==> src/rtl/alu_ctrl_seq.sv <==
// ALU control sequencer: decodes Funct/ALUOp into a registered ALU select and
// sequences multi-cycle ops (mult, optional div) with a stall.
// Optional feature macro: ALU_DIV_EN (adds multi-cycle div, Funct 011010).
module alu_ctrl_seq #(
   parameter int SEL_W       = 5,
   parameter int MULT_CYCLES = 4,
   parameter int DIV_CYCLES  = 8
) (
   input  logic             clk,
   input  logic             rst_n,
   input  logic [5:0]       Funct,
   input  logic [1:0]       ALUOp,
   input  logic             op_valid,
   output logic             op_ready,
   output logic [SEL_W-1:0] ALUsel,
   output logic             sel_valid,
   output logic             stall,
   output logic             illegal
);

   typedef enum logic {IDLE = 1'b0, BUSY = 1'b1} state_t;

   localparam logic [4:0] SEL_ADD  = 5'b00000;
   localparam logic [4:0] SEL_SUB  = 5'b00001;
   localparam logic [4:0] SEL_AND  = 5'b10010;
   localparam logic [4:0] SEL_OR   = 5'b10011;
   localparam logic [4:0] SEL_MULT = 5'b00111;
   localparam logic [4:0] SEL_SLL  = 5'b11000;
   localparam logic [4:0] SEL_SRL  = 5'b11001;
   localparam logic [4:0] SEL_SLT  = 5'b11100;
   localparam logic [4:0] SEL_ILL  = 5'b11111;
`ifdef ALU_DIV_EN
   localparam logic [4:0] SEL_DIV  = 5'b01000;
`endif

   // Elaboration-time guard on parameter ranges (8-bit counter, 5-bit codes).
   if (SEL_W < 5) begin : g_bad_sel_w
      $error("alu_ctrl_seq: SEL_W must be >= 5");
   end
   if (MULT_CYCLES < 2 || MULT_CYCLES > 255) begin : g_bad_mult
      $error("alu_ctrl_seq: MULT_CYCLES must be 2..255");
   end
   if (DIV_CYCLES < 2 || DIV_CYCLES > 255) begin : g_bad_div
      $error("alu_ctrl_seq: DIV_CYCLES must be 2..255");
   end

   state_t           state_q, state_d;
   logic [7:0]       cnt_q, cnt_d;
   logic [SEL_W-1:0] alusel_q, alusel_d;
   logic             sel_valid_q, sel_valid_d;
   logic             illegal_q, illegal_d;
   logic             rdy_q, rdy_d;

   logic [4:0]       dec_code;
   logic             dec_multi;
   logic             dec_illegal;
   logic [7:0]       dec_load;

   // Decode the presented op; multi-cycle ops also supply their counter preload.
   always_comb begin
      dec_code    = SEL_ADD;
      dec_multi   = 1'b0;
      dec_illegal = 1'b0;
      dec_load    = 8'd0;
      unique case (ALUOp)
         2'b00: dec_code = SEL_ADD;
         2'b01: dec_code = SEL_SUB;
         2'b11: dec_code = SEL_SLT;
         default: begin
            unique case (Funct)
               6'b100000: dec_code = SEL_ADD;
               6'b100010: dec_code = SEL_SUB;
               6'b100100: dec_code = SEL_AND;
               6'b100101: dec_code = SEL_OR;
               6'b011000: begin
                  dec_code  = SEL_MULT;
                  dec_multi = 1'b1;
                  dec_load  = 8'(MULT_CYCLES - 1);
               end
               6'b000000: dec_code = SEL_SLL;
               6'b000010: dec_code = SEL_SRL;
               6'b101010: dec_code = SEL_SLT;
`ifdef ALU_DIV_EN
               6'b011010: begin
                  dec_code  = SEL_DIV;
                  dec_multi = 1'b1;
                  dec_load  = 8'(DIV_CYCLES - 1);
               end
`endif
               default: begin
                  dec_code    = SEL_ILL;
                  dec_illegal = 1'b1;
               end
            endcase
         end
      endcase
   end

   // Next-state logic: accept in IDLE, count down in BUSY, pulse on completion.
   always_comb begin
      state_d     = state_q;
      cnt_d       = cnt_q;
      alusel_d    = alusel_q;
      sel_valid_d = 1'b0;
      illegal_d   = 1'b0;
      rdy_d       = 1'b1;
      unique case (state_q)
         IDLE: begin
            if (op_valid && op_ready) begin
               alusel_d = SEL_W'(dec_code);
               if (dec_multi) begin
                  state_d = BUSY;
                  cnt_d   = dec_load;
               end else begin
                  sel_valid_d = 1'b1;
                  illegal_d   = dec_illegal;
               end
            end
         end
         default: begin
            // ALUsel already holds the multi-cycle code; only completion is signalled.
            if (cnt_q == 8'd0) begin
               state_d     = IDLE;
               sel_valid_d = 1'b1;
            end else begin
               cnt_d = cnt_q - 8'd1;
            end
         end
      endcase
   end

   // State and output registers; reset aborts any op in flight.
   always_ff @(posedge clk or negedge rst_n) begin
      if (!rst_n) begin
         state_q     <= IDLE;
         cnt_q       <= 8'd0;
         alusel_q    <= '0;
         sel_valid_q <= 1'b0;
         illegal_q   <= 1'b0;
         rdy_q       <= 1'b0;
      end else begin
         state_q     <= state_d;
         cnt_q       <= cnt_d;
         alusel_q    <= alusel_d;
         sel_valid_q <= sel_valid_d;
         illegal_q   <= illegal_d;
         rdy_q       <= rdy_d;
      end
   end

   // rdy_q keeps op_ready low during reset and until the first edge after release.
   assign op_ready  = rdy_q && (state_q == IDLE);
   assign stall     = (state_q == BUSY);
   assign ALUsel    = alusel_q;
   assign sel_valid = sel_valid_q;
   assign illegal   = illegal_q;

endmodule

==> config.mk <==
export PLATFORM = sky130hd
export DESIGN_NAME = alu_ctrl_seq
export DESIGN_NICKNAME = d
export VERILOG_FILES = /design/src/rtl/alu_ctrl_seq.sv
export SDC_FILE = /design/constraint.sdc
export NUM_CORES = 1
export LEC_CHECK = 0
export CORE_MARGIN = 5
export CORE_UTILIZATION = 50
export CTS_BUF_LIST = sky130_fd_sc_hd__clkbuf_8
export DETAILED_ROUTE_END_ITERATION = 10
export PLACE_DENSITY = 0.77
export REMOVE_ABC_BUFFERS = 1
export SLEW_MARGIN = 20
export SYNTH_ARGS = -nofsm -noshare
export SYNTH_HDL_FRONTEND = slang
export SYNTH_SLANG_ARGS = --single-unit
==> constraint.sdc <==
create_clock -name clk -period 4.18 [get_ports clk]
set_input_delay 0.836 -clock clk [delete_from_list [all_inputs] [get_ports clk]]
set_output_delay 0.836 -clock clk [all_outputs]
set_load 0.05 [all_outputs]
==> flow_metrics.env <==
export IMPL_startpoint="stall"
export IMPL_clk_latency_ns=0.25
export IMPL_grt_remaining_overflow=0
export IMPL_ys_flop_type="dfrtp_1"
export IMPL_cts_buffers=3
export IMPL_nets=134
export IMPL_worstHoldStart="ALUsel[2]"
export IMPL_worstReg2RegStart="cnt_q[0]"
export IMPL_synth_edf_count=0
export IMPL_fin_crit_ns=2.55
export IMPL_slew_headroom_pct=50.4
export IMPL_tritoncts="built"
export IMPL_hold_viol_final=0
export IMPL_grt_max_degree=18
export IMPL_grt_pass1_vias=760
export IMPL_crit_buf_inv=1
export IMPL_max_vdd_ir_drop_mv=0.210
export IMPL_cp_start_kind="flip-flop"
export IMPL_worst_pin_slew_ns=0.742
export IMPL_post_cts_buffers=0
export IMPL_synthCells=100
export IMPL_port_buffers=19
export IMPL_cts_max_level=1
export IMPL_areaGrowthSynthToFinish_pct=26.7
export IMPL_fin_ws_ns=1.63
export IMPL_cp_slowest_cell="clkdlybuf4s50_1"
export IMPL_max_cap_violations=0
export IMPL_path_class="reg2out"
export IMPL_clock_sinks=17
export IMPL_vias_per_cell=5.56
export IMPL_slew_viol_final=0
export IMPL_num_antenna_cells=0
export IMPL_power_leakage_nw=0.473
export IMPL_holdWs_ns=0.495
export IMPL_antenna_found_initial=0
export IMPL_crit_family="buffers and inverters"
export IMPL_avgSynthCellArea_um2=9.46
export IMPL_fill_cells=170
export IMPL_cp_arrival_ns=1.72
export IMPL_path_clk_slew_ns=0.06
export IMPL_period_share_pct=61.1
export IMPL_dieArea_mm2=0.00286
export IMPL_worstPathCellList="nor2b_1, clkdlybuf4s50_1"
export IMPL_yosys_warnings=0
export IMPL_chipHeight_um=53.5
export IMPL_cp_end_kind="output port"
export IMPL_setup_violations=0
export IMPL_die_x_um=53.5
export IMPL_routed_wl_mm=1.99
export IMPL_slowest_delay_ns=0.82
export IMPL_syn_area_um2=946
export IMPL_ys_seq_elements=17
export IMPL_core_mm2=0.00176
export IMPL_initial_core_util_pct=53.6
export IMPL_num_io_pins=20
export IMPL_place_congestion=0.889
export IMPL_fmax_ghz=0.391
export IMPL_cts_root_buffer="clkbuf_8"
export IMPL_rows=15
export IMPL_post_place_ws_ns=1.61
export IMPL_finClkSkew_ns=0.00225
export IMPL_setup_tns_ns=0
export IMPL_ctsHoldBuffers=0
export IMPL_seq_area_frac_synth_pct=45.0
export IMPL_drtPass1Iterations=4
export IMPL_grtUsageTotal_pct=17.1
export IMPL_cts_resized=0
export IMPL_rsz0062_at_grt="false"
export IMPL_clockBufferDepth=2
export IMPL_synthDistinctLibCells=37
export IMPL_hold_path_class="reg2reg"
export IMPL_power_per_cell_area_mw_per_mm2=399
export IMPL_routedWlPerCell_um=13.7
export IMPL_via_count=806
export IMPL_grt_pass1_wl_mm=3.46
export IMPL_drive_gt1_share_pct=5.00
export IMPL_crit_fanout=11
export IMPL_first_iter_violations=10
export IMPL_outcome="completed"
export IMPL_synthArstFlopShare_pct=100
export IMPL_dp_hpwl_mm=1.52
export IMPL_drc=0
export IMPL_ant_nets=0
export IMPL_required_ns=3.34
## metrics by stage
step	cells	instance area, um2	power (mW)	utilization [%]
3_3_place_gp	141	1150	0.359	65.4
3_5_place_dp	141	1150	0.361	65.4
6_report	145	1200	0.478	67.9
5_1_grt	145	1200	0.509	67.9
2_1_floorplan	97	932	0.309	-
4_1_cts	145	1200	0.481	67.9
## registers in the layout, indices dropped and copies added (netlist names)
signal / cells
sel_valid: 1
rdy_q: 1
ALUsel: 5
cnt_q: 8
illegal: 1
stall: 1
## routing by layer
metal | vias up | track usage [%] | part of all wire, %
met5 | - | 0 | 0
met4 | 0 | 7.66 | 1.9
met3 | 5 | 5.92 | 5.9
met2 | 21 | 26.3 | 46
met1 | 378 | 21.4 | 46
li1 | 402 | - | -
## cell families after synthesis
kind of cell	Yosys count	share of synthesized area [%]
AO/OA/AOI/OAI	21	15.6
XOR/XNOR	5	4.63
adder cells (fa/ha/maj)	2	2.65
buffers and inverters	6	2.65
flip-flops	17	45.0
multiplexers	1	1.06
other	1	0.396
AND/OR/NAND/NOR	47	28.0
## cells in the final DEF, fill, tap and decap left out, types with 3 or more instances in the layout
cell type,count
clkbuf_8,3
clkdlybuf4s50_1,19
dfrtp_1,17
inv_1,4
nand2_1,7
nand2b_1,4
nor2_1,12
nor2b_1,3
nor3_1,6
nor4_1,3
o21ai_0,6
xor2_1,5
## final timing paths
kind                              to  slack, ns  cells after the start
max                         op_ready       1.63                      2
min                        ALUsel[2]       0.50                      2
max reg2reg                 cnt_q[1]       2.24                      6
min reg2reg                ALUsel[2]       0.50                      2
max in group asynchronous   cnt_q[5]       2.69                      1
min in group asynchronous   cnt_q[2]       1.02                      1
## report_power, final
group / switching (mW) / internal (mW)
sequential: 0.0364 / 0.193
combinational: 0.0744 / 0.0541
clock: 0.0550 / 0.0652
total: 0.166 / 0.312
## Yosys cell counts (2+ instances only)
library cell	instances	area (um2)
a31oi_1	2	12.5
buf_2	2	10.0
dfrtp_1	17	425
ha_1	2	25.0
inv_1	3	11.3
nand2_1	7	26.3
nand2b_1	4	25.0
nor2_1	12	45.0
nor2b_1	3	18.8
nor3_1	6	30.0
nor4_1	3	18.8
nor4bb_1	2	20.0
o2111ai_1	2	17.5
o211ai_1	2	15.0
o21ai_0	6	30.0
o31ai_1	2	15.0
xor2_1	5	43.8
## worst min-delay path: stages, from the launching register on
cell and delay [ns]:
dfrtp_1 0.35, nand2_1 0.05, o21ai_0 0.06
## cell type report
class                           count  area [um2]  area share [%]
Tap cell                           25        31.3            2.61
Timing Repair Buffer               19         190            15.9
Clock inverter                      1        3.75           0.313
Multi-Input combinational cell     77         495            41.3
Inverter                            3        11.3           0.939
Sequential cell                    17         425            35.5
Clock buffer                        3        41.3            3.44
Power figures use the tool's default switching activity.
